<file path="src/rtl/conv_stream_host.sv">
// Stream-side host for a convolver: loads one input vector, streams it out on x,
// then collects LENX-LENF+1 results from y into a readable result buffer.
module conv_stream_host #(
   parameter int WIDTH = 8,
   parameter int LENX  = 8,
   parameter int LENF  = 4,
   parameter int LOGX  = 3
) (
   input  logic             clk,
   input  logic             reset,
   input  logic             start,
   input  logic [WIDTH-1:0] load_data,
   input  logic             load_valid,
   output logic             load_ready,
   output logic [WIDTH-1:0] m_data_out_x,
   output logic             m_valid_x,
   input  logic             m_ready_x,
   input  logic [WIDTH-1:0] s_data_in_y,
   input  logic             s_valid_y,
   output logic             s_ready_y,
   input  logic [LOGX-1:0]  rd_addr,
   output logic [WIDTH-1:0] rd_data,
   output logic             busy,
   output logic             done
);

   localparam int SIZE = LENX - LENF + 1;
   localparam int CW   = LOGX + 1;

   localparam logic [CW-1:0] LAST_X = CW'(LENX - 1);
   localparam logic [CW-1:0] LAST_Y = CW'(SIZE - 1);
   localparam logic [CW-1:0] SIZE_C = CW'(SIZE);

   localparam logic [2:0] IDLE = 3'd0;
   localparam logic [2:0] LOAD = 3'd1;
   localparam logic [2:0] SEND = 3'd2;
   localparam logic [2:0] RECV = 3'd3;
   localparam logic [2:0] DONE = 3'd4;

   logic [2:0]       state;
   logic [CW-1:0]    lcnt;
   logic [CW-1:0]    xidx;
   logic [CW-1:0]    ycnt;
   logic [WIDTH-1:0] xbuf [LENX];
   logic [WIDTH-1:0] ybuf [SIZE];
   logic [WIDTH-1:0] rd_next;

   // Handshake outputs are pure state decodes so nothing combinational leaks from the inputs.
   assign load_ready   = (state == LOAD);
   assign m_valid_x    = (state == SEND);
   assign s_ready_y    = (state == RECV);
   assign busy         = (state != IDLE);
   assign done         = (state == DONE);
   assign m_data_out_x = (state == SEND) ? xbuf[xidx[LOGX-1:0]] : '0;

   always_comb begin
      rd_next = '0;
      if ({1'b0, rd_addr} < SIZE_C) begin
         rd_next = ybuf[rd_addr];
      end
   end

   always_ff @(posedge clk or negedge reset) begin
      if (!reset) begin
         state   <= IDLE;
         lcnt    <= '0;
         xidx    <= '0;
         ycnt    <= '0;
         rd_data <= '0;
         for (int i = 0; i < LENX; i++) begin
            xbuf[i] <= '0;
         end
         for (int i = 0; i < SIZE; i++) begin
            ybuf[i] <= '0;
         end
      end else begin
         rd_data <= rd_next;
         case (state)
            IDLE: begin
               if (start) begin
                  state <= LOAD;
                  lcnt  <= '0;
               end
            end
            LOAD: begin
               if (load_valid) begin
                  xbuf[lcnt[LOGX-1:0]] <= load_data;
                  lcnt                 <= lcnt + CW'(1);
                  if (lcnt == LAST_X) begin
                     state <= SEND;
                     xidx  <= '0;
                  end
               end
            end
            SEND: begin
               if (m_ready_x) begin
                  xidx <= xidx + CW'(1);
                  if (xidx == LAST_X) begin
                     state <= RECV;
                     ycnt  <= '0;
                  end
               end
            end
            RECV: begin
               if (s_valid_y) begin
                  ybuf[ycnt[LOGX-1:0]] <= s_data_in_y;
                  ycnt                 <= ycnt + CW'(1);
                  if (ycnt == LAST_Y) begin
                     state <= DONE;
                  end
               end
            end
            DONE: begin
               state <= IDLE;
            end
            default: begin
               state <= IDLE;
            end
         endcase
      end
   end

endmodule

</file>
<file path="config.mk">
export PLATFORM = sky130hd
export DESIGN_NAME = conv_stream_host
export DESIGN_NICKNAME = d
export VERILOG_FILES = /design/src/rtl/conv_stream_host.sv
export SDC_FILE = /design/constraint.sdc
export NUM_CORES = 1
export LEC_CHECK = 0
export ABC_AREA = 0
export CAP_MARGIN = 5
export CORE_AREA = 5 5 110 112
export CTS_BUF_LIST = sky130_fd_sc_hd__clkbuf_8 sky130_fd_sc_hd__clkbuf_16
export CTS_CLUSTER_DIAMETER = 30
export DETAILED_ROUTE_END_ITERATION = 7
export DIE_AREA = 0 0 115 117
export PLACE_DENSITY = 0.85
export SLEW_MARGIN = 20
export SYNTH_ARGS = -nofsm -noshare
export SYNTH_HDL_FRONTEND = slang
export SYNTH_SLANG_ARGS = --single-unit
export TNS_END_PERCENT = 10
</file>
<file path="constraint.sdc">
create_clock -name clk -period 2.9 [get_ports clk]
set_clock_uncertainty 0.1 [all_clocks]
set_input_delay 0.29 -clock clk [delete_from_list [all_inputs] [get_ports clk]]
set_output_delay 0.29 -clock clk [all_outputs]
set_load 0.03 [all_outputs]
</file>
=== Word level (Yosys, flattened, before mapping) ===
Cells that the tools add are included.
W data, S select, Z words.

* Flip-flop bits (word level): 127
* Input bits: 25
* Output and inout bits: 21
* Word-level logic and storage cells: 92

* Reductions and logical operators: 13
* Equal/unequal tests: 14
* $add $sub $neg: 3
* Muxes and demuxes: 33
* $lt $le $gt $ge: 7
* Bitwise operators: 4

{| class="wikitable"
|+ Operators by type and width
! operator !! number
|-
| $bwmux W64 || 1
|-
| $mux W8 || 8
|-
| $bmux W8 S3 || 2
|-
| $demux W8 S3 || 2
|-
| $bwmux W40 || 1
|-
| $mux W4 || 8
|-
| $pmux W4 S2 || 3
|-
| $mux W3 || 7
|-
| $ge A4 B4 Y1 const B || 4
|-
| $not A3 Y4 || 4
|-
| $add A4 B1 Y4 const B || 3
|-
| $eq A4 B3 Y1 const B || 3
|-
| $pmux W3 S4 || 1
|-
| $lt A4 B1 Y1 const B || 2
|-
| $ne A2 B1 Y1 const B || 4
|-
| $reduce_and A4 Y1 || 2
|-
| $reduce_and A7 Y1 || 1
|-
| $eq A3 B2 Y1 const B || 2
|-
| $ne A2 B2 Y1 const B || 3
|-
| $reduce_bool A2 Y1 || 3
|-
| $reduce_and A2 Y1 || 2
|-
| $eq A3 B1 Y1 const B || 1
|-
| $eq A3 B3 Y1 const B || 1
|-
| $logic_not A3 Y1 || 1
|-
| other kinds (4) || 5
|}

=== Longest topological paths before layout ===
Gate-level depths: netlist of the first run.

* Word-level depth: 6
* Mapped depth: 6
* Gate-level depth less buffers: 5

=== Worst setup path after synthesis of the first run ===
OpenSTA, ideal clock, no wires.

* Path kind: register to output
* Start point: register state[2]
* End point: output m_data_out_x[0]
* Setup slack: 537 ps
* Arrival time: 1973 ps
* Required time: 2510 ps
* Stages on the path, launching flop included: 6
* Buffers on the path: 2
* Cells stage by stage: dfrtp_1 buf_2 or3b_2 inv_1 clkbuf_1 and3_1

* Longest elaborated chain between the ends: 2

{| class="wikitable"
|+ RTL lines
! what !! RTL line !! text
|-
| start: declaration || 40 || <nowiki>logic [2:0] state;</nowiki>
|-
| start signal: assignment || 65 || <nowiki>state <= IDLE;</nowiki>
|-
| start signal: assignment || 81 || <nowiki>state <= LOAD;</nowiki>
|-
| start signal: assignment || 90 || <nowiki>state <= SEND;</nowiki>
|-
| $eq A3 B2 Y1 || n/a ||
|-
| via m_valid_x || 16 || <nowiki>output logic m_valid_x,</nowiki>
|-
| $mux W8 || 54 || <nowiki>assign m_data_out_x = (state == SEND) ? xbuf[xidx[LOGX-1:0]] : '0;</nowiki>
|-
| end: declaration || 15 || <nowiki>output logic [WIDTH-1:0] m_data_out_x,</nowiki>
|}

The timed path passes the listed nets, and every way through them passes these cells.

=== Worst setup path in the final report of the first run ===
* Start point: register state[2]
* End point: output m_data_out_x[5]

* Longest elaborated chain between the ends: 2

{| class="wikitable"
|+ RTL lines
! what !! RTL line
|-
| $eq A3 B2 Y1 || 54
|-
| $mux W8 || 54
|}

Every way passes these cells.

==> summary.txt, run 1 <==
STA
  • Rel. slew slack: 0.560
  • Worst slew pin tran: 658 ps
  • Tmin final: 2670 ps
  • RSZ-0062 raised after global routing: no
  • Fmax: 374 MHz
  • # setup viols final: 0
  • Final Hold Vio Count: 0
  • TNS Setup: 0 ps
  • Tcrit/Tclk final: 0.921
  • Max-slew violations: 0

Global route
  • Largest net degree at the start of global routing: 101
  • Vias in the first global route: 3914
  • Total Routing Usage GR: 0.202
  • First-pass GRT wire length: 20.6 mm
  • Grt ovf: 0
  • Antenna violations before repair: 0

Die
  • IO Count: 46
  • Die Height: 117 um
  • Die area: 0.0135 mm2
  • Die X: 115 um
  • Placeable Area: 0.0111 mm2
  • Initial core utilization: 0.529
  • FP Rows: 39

Cells and area
  • Share of cells above drive strength 1: 0.322
  • Area growth, synth to finish: 21.0%
  • Post-route cell area: 0.00712 mm2
  • Core Util, Final: 0.640
  • FILL cells: 800
  • Nets@finish: 527
  • # diodes: 0

Setup path
  • Worst Setup Path Type: flip-flop to output port
  • Reg2Reg Setup Slack: 380 ps
  • CP Launch Type: flip-flop
  • Crit path max fanout: 11
  • CP required: 2510 ps
  • FF-to-FF Start: state[2]
  • Worst setup startpoint: state[2]
  • Critical Path End: m_data_out_x[5]
  • R2R depth: 3
  • Critical Path End Type: output port
  • Crit path arrival time: 2280 ps
  • Reg2reg end: xbuf[60]

Power and ir drop
  • Clock Power Share: 0.267
  • Psw: 2.33 mW
  • Int Pwr: 5.07 mW
  • Logic pwr share: 0.333
  • Power per cell area: 1040 mW/mm2
  • Sw frac: 0.315
  • Pwr Total: 7.41 mW
  • Total leakage power: 3.30 nW
  • Worst IR Drop VDD: 0.000580 V
  • Reg power frac: 0.400

Logic synthesis
  • Syn_area_per_cell: 13.4 um2
  • Post-synth EDFFs: 0
  • Prevailing post-synth register cell: dfrtp_1
  • Post-Syn Nets: 467
  • Synth warnings: 0
  • Syn Inst Count: 438
  • Asr flop ratio synth: 1.00
  • Synthesis-stage register bit count: 127
  • Post-synthesis sequential area ratio: 0.540
  • Post-Syn Area: 0.00589 mm2
  • Synth unique cells: 42

Route
  • Routed Antenna Nets: 0
  • Routed length on met2: 6.50 mm
  • Post-Route M1 WL: 5.43 mm
  • Via density per instance: 5.84
  • Post-Route WL: 12.7 mm
  • Met3 WL post-DR: 577 um
  • Post-DR wirelength/cell: 19.5 um
  • Detailed Route Iter0 Violations: 250
  • DRT Pass-1 Iters: 4
  • Vias: 3816
  • # DRC: 0
  • Max Used Layer: met4

Place
  • Post-placement cell area: 0.00657 mm2
  • HPWL reported at the end of detailed placement: 8.12 mm
  • Port Buffers: 45
  • Gpl congestion: 0.833

Clock network
  • Post-CTS setup buffers: 0
  • Root Driver: clkbuf_16
  • Clk Latency, worst-skew pair: 420 ps
  • Cts bufs inserted: 17
  • CTS clk-pin slew, worst paths: 60 ps
  • CTS tree: yes
  • CTS Buffer Depth: 2
  • Htree depth: 4
  • Clk sinks: 127

Worst hold path
  • HP Class: primary input to async pin

Run status
  • Outcome: completed

Run
  • Max-Cap Viols: 0
## layout make-up
class,instances,area (um2),share of cell area
well taps,143,179,0.0251
repair buffers,62,592,0.0831
flip-flops and latches,127,3180,0.446
clock buffers,18,439,0.0617
clock inverters,13,109,0.0153
multi-input cells,271,2550,0.358
inverters,19,75.1,0.0105
## metrics by stage
step,setup WS (ps),hold WS [ps],instances
CTS,228,246,653
finish,228,239,653
floorplan,537,-106,438
detailed placement,307,139,621
global route,153,269,653
global placement,348,130,621
## synth_stat cells, drive strengths merged, types with 2 or more instances
master     n  share of area
dfrtp    127           0.54
mux2     105           0.21
mux2i     36          0.061
inv       19          0.012
a22oi     16          0.020
nand2     15         0.0096
clkbuf    14         0.0089
o21ai     11         0.0094
nor2       9         0.0057
and3       8         0.0085
mux4       8          0.031
nand3      8         0.0068
buf        7         0.0060
nor3       6         0.0068
a31oi      5         0.0053
o2bb2ai    5         0.0074
a21oi      4         0.0034
ha         4         0.0085
nor2b      4         0.0043
nand4      3         0.0032
or4b       3         0.0051
a22o       2         0.0030
and4b      2         0.0034
nand4b     2         0.0030
nor3b      2         0.0025
nor4b      2         0.0040
or3b       2         0.0030
## registers in the layout (all words and copies together) (netlist names)
register	count
ycnt	4
ybuf	40
state	3
rd_data	8
xbuf	64
xidx	4
lcnt	4
## placed cells by master (no fill, tap or decap), types with 2 or more instances in the layout
cell type / synthesis / routed
and4b_1: 2 / 2
o2bb2ai_1: 5 / 5
nor2_1: 9 / 9
clkbuf_16: 0 / 17
mux4_2: 8 / 8
mux2_2: 97 / 97
buf_4: 1 / 15
clkdlybuf4s50_1: 0 / 35
nor3_1: 4 / 4
mux2_4: 8 / 8
a31oi_1: 5 / 5
o21ai_0: 11 / 11
inv_1: 19 / 23
clkinv_2: 0 / 6
ha_1: 4 / 4
dlygate4sd2_1: 0 / 9
a22oi_1: 16 / 16
nand4_1: 3 / 3
bufinv_16: 0 / 2
or3b_2: 2 / 2
nand4b_1: 2 / 2
a21oi_1: 4 / 4
or4b_1: 2 / 2
a22o_1: 2 / 2
mux2i_1: 36 / 36
nand2_1: 15 / 15
and3_1: 8 / 8
nor3b_1: 2 / 2
buf_12: 0 / 2
nor3_2: 2 / 2
nor2b_1: 4 / 4
dfrtp_1: 127 / 126
nand3_1: 8 / 8
## metal layers
metal,up-vias,global-route usage
met1,1994,0.259
met3,18,0.0447
met4,0,0.0837
met2,78,0.333
met5,-,0
li1,1726,-
## power by group through the flow
stage,combinational (mW),sequential [mW],clock (mW)
global placement,2.37,2.91,0
finish,2.47,2.96,1.98
detailed placement,2.46,2.98,0
CTS,2.48,2.96,2.00
global route,2.68,3.05,2.09
floorplan,1.83,2.85,0
## logic make-up after synthesis
group / share of synthesized area
xor+xnor: 0.00149
simple gates: 0.0712
flops: 0.540
mux: 0.298
fa+ha+maj: 0.00850
compound gates: 0.0542
buf+inv: 0.0270
## timing repair
action,CTS,global route
setup endpoints to repair,9,0
resized for setup,10,0
hold buffers,1,0
hold endpoints to repair,27,0
## worst min path at each step
| stage | end | slack [ps] |
|---|---|---|
| finish | xidx[2] | 240 |
| global route | xidx[2] | 270 |
| CTS | xidx[2] | 250 |
| detailed placement | xidx[2] | 140 |
| global placement | xidx[2] | 130 |
| floorplan | lcnt[0] | -110 |
## critical path, cell delays in order (launching register included)
cell and delay, ps:
dfrtp_1 480, or3b_2 580, clkinvlp_4 210, and3_1 200, dlygate4sd2_1 400
Note: power is estimated with default switching activity, not from simulation.
==> run 2, diff against run 1 <==
==> constraint.sdc (replaced) <==
create_clock -name clk -period 2.9 [get_ports clk]
set_clock_uncertainty 0.1 [all_clocks]
set_input_delay 0.29 -clock clk [delete_from_list [all_inputs] [get_ports clk]]
set_output_delay 0.29 -clock clk [all_outputs]
set_load 0.05 [all_outputs]
==> summary.txt, run 2 (synthesized netlist as in run 1, its figures left out) <==
Setup path
  • FF-to-FF Start: state[2]
  • Crit path arrival time: 2340 ps (+60 ps)
  • Crit path max fanout: 14 (+3)
  • Worst Setup Path Type: flip-flop to output port
  • Critical Path End Type: output port
  • Critical Path End: m_data_out_x[5]
  • CP cell instances: or3b_2 -> inv_1 -> and3_1 -> buf_12
  • R2R depth: 3 (unchanged)
  • CP Depth: 4 (unchanged)
  • Top Family by Delay on Critical Path: simple AND/OR/NAND/NOR gates
  • Worst setup startpoint: state[2]
  • Reg2reg end: xbuf[60]
  • Crit-path max cell delay: 560 ps (-20 ps)
  • WP buf/inv: 2 (unchanged)
  • Crit path max-delay cell type: or3b_2
  • Reg2Reg Setup Slack: 400 ps (+20 ps)
  • CP required: 2510 ps (about the same)
  • CP Launch Type: flip-flop

Place
  • Post-placement cell area: 0.00661 mm2 (+0.61%)
  • Gpl congestion: 0.780 (-6.3%)
  • Port Buffers: 45 (unchanged)
  • Place WS: 436 ps (+129 ps)
  • HPWL reported at the end of detailed placement: 8.28 mm (+2.0%)

Die
  • Die Height: 117 um (unchanged)
  • Die area: 0.0135 mm2 (unchanged)
  • Placeable Area: 0.0111 mm2 (unchanged)
  • FP Rows: 39 (unchanged)
  • Initial core utilization: 0.529 (unchanged)
  • Die X: 115 um (unchanged)
  • IO Count: 46 (unchanged)

STA
  • Fmax: 366 MHz (-2.3%)
  • Rel. slew slack: 0.505 (-0.0544)
  • Tmin final: 2730 ps (+62.7 ps)
  • Final Hold Vio Count: 0 (unchanged)
  • Max-slew violations: 0 (unchanged)
  • TNS Setup: 0 ps (unchanged)
  • Final Worst Setup Slack: 165 ps (-62.7 ps)
  • # setup viols final: 0 (unchanged)
  • RSZ-0062 raised after global routing: no
  • Worst hold slack: 266 ps (+27.7 ps)
  • Tcrit/Tclk final: 0.943 (+0.0216)
  • Worst slew pin tran: 740 ps (+82.2 ps)

Cells and area
  • Max reg flops: 64 (unchanged)
  • Most frequent cells in the layout: dfrtp_1, mux2_2, mux2i_1, clkdlybuf4s50_1, inv_1
  • Area growth, synth to finish: 22.2%
  • Nets@finish: 522 (-0.95%)
  • Post-route cell area: 0.00719 mm2 (+0.97%)
  • Top flop regs: xbuf x64, ybuf x40, rd_data x8
  • Share of cells above drive strength 1: 0.340 (+0.0184)
  • Top reg by flops: xbuf
  • Most common cell after layout, fill and taps aside: dfrtp_1
  • Core Util, Final: 0.646 (+0.00619)
  • # diodes: 0 (unchanged)

Global route
  • Grt ovf: 0 (unchanged)
  • First-pass GRT wire length: 20.7 mm (+0.27%)
  • Largest net degree at the start of global routing: 97 (-4.0%)
  • Vias in the first global route: 4158 (+6.2%)
  • Total Routing Usage GR: 0.199 (-0.00301)
  • Antenna violations before repair: 0 (unchanged)

Route
  • Via density per instance: 5.80 (-0.68%)
  • Vias: 3767 (-1.3%)
  • DRT Pass-1 Iters: 4 (unchanged)
  • Post-DR wirelength/cell: 19.0 um (-2.8%)
  • # DRC: 0 (unchanged)
  • Routed Antenna Nets: 0 (unchanged)
  • Post-Route WL: 12.3 mm (-3.4%)
  • Detailed Route Iter0 Violations: 229 (-8.4%)

Clock network
  • CTS tree: yes
  • CTS clk-pin slew, worst paths: 60 ps (about the same)
  • Cts bufs inserted: 17 (unchanged)
  • Post-CTS setup buffers: 0 (unchanged)
  • Htree depth: 4 (unchanged)
  • Clk sinks: 127 (unchanged)
  • Root Driver: clkbuf_16
  • Clk Latency, worst-skew pair: 410 ps (about the same)
  • CTS Buffer Depth: 2 (unchanged)

Worst hold path
  • HP Class: primary input to async pin

Power and ir drop
  • Worst IR Drop VDD: 0.000657 V (+13%)
  • Power per cell area: 1050 mW/mm2 (+1.4%)
  • Total leakage power: 3.26 nW (-1.3%)

Run status
  • Outcome: completed

Run
  • Max-Cap Viols: 0 (unchanged)
[run 2: changes by cell type in the layout (fill, tap and decap cells not counted)]
| cell | delta |
|---|---|
| dlygate4sd2_1 | -9 |
| buf_12 | +8 |
| buf_4 | -4 |
| clkinv_2 | -4 |
| clkinvlp_4 | +4 |
| clkinv_4 | +3 |
| inv_1 | -3 |
| bufinv_16 | -1 |
| clkbuf_8 | +1 |
| inv_6 | +1 |
[run 2: what timing repair did]
item | in CTS | in global routing
hold buffers | 1 | 0
endpoints found under the hold margin | 31 | 0
gates resized for setup | 0 | 0
endpoints found under the setup margin | 0 | 0
[run 2: layout make-up]
cell class,instances,area (um2)
tap,143,179
multi-input combinational,271,2550
clock buffer,19,453
clock inverter,13,116
sequential,127,3180
inverter,19,71.3
timing repair buffer,57,643
fill,778,3930
[run 2: stage by stage]
step,instances,power (mW)
floorplan,438,4.80
global placement,616,5.40
detailed placement,616,5.58
CTS,649,7.63
global route,649,8.01
finish,649,7.58
[run 2: worst register-to-register path: stages, from the launching register on]
cell     delay [ps]
dfrtp_1         490
or4b_1          640
or4b_1          760
mux2_4          390
[run 2: where the power goes]
group          switching, mW  internal, mW  total (mW)
clock network          0.784          1.22        2.01
registers              0.520          2.50        3.02
logic                   1.20          1.35        2.55
[run 2: per-layer routing]
metal / track usage / vias to the layer above / wire (um)
li1: - / 1716 / -
met5: 0 / - / 0
met3: 0.0494 / 12 / 458
met1: 0.243 / 1966 / 5350
met4: 0.0657 / 0 / 133
met2: 0.347 / 73 / 6370
[run 2: worst min-delay path by stage]
stage / depth (start not counted) / end / slack [ps]
after floorplan: 0 / lcnt[0] / -110
after global placement: 1 / xbuf[54] / 150
after detailed placement: 1 / xbuf[54] / 160
after CTS: 2 / lcnt[0] / 270
after global routing: 2 / xidx[1] / 310
final: 2 / xidx[1] / 270
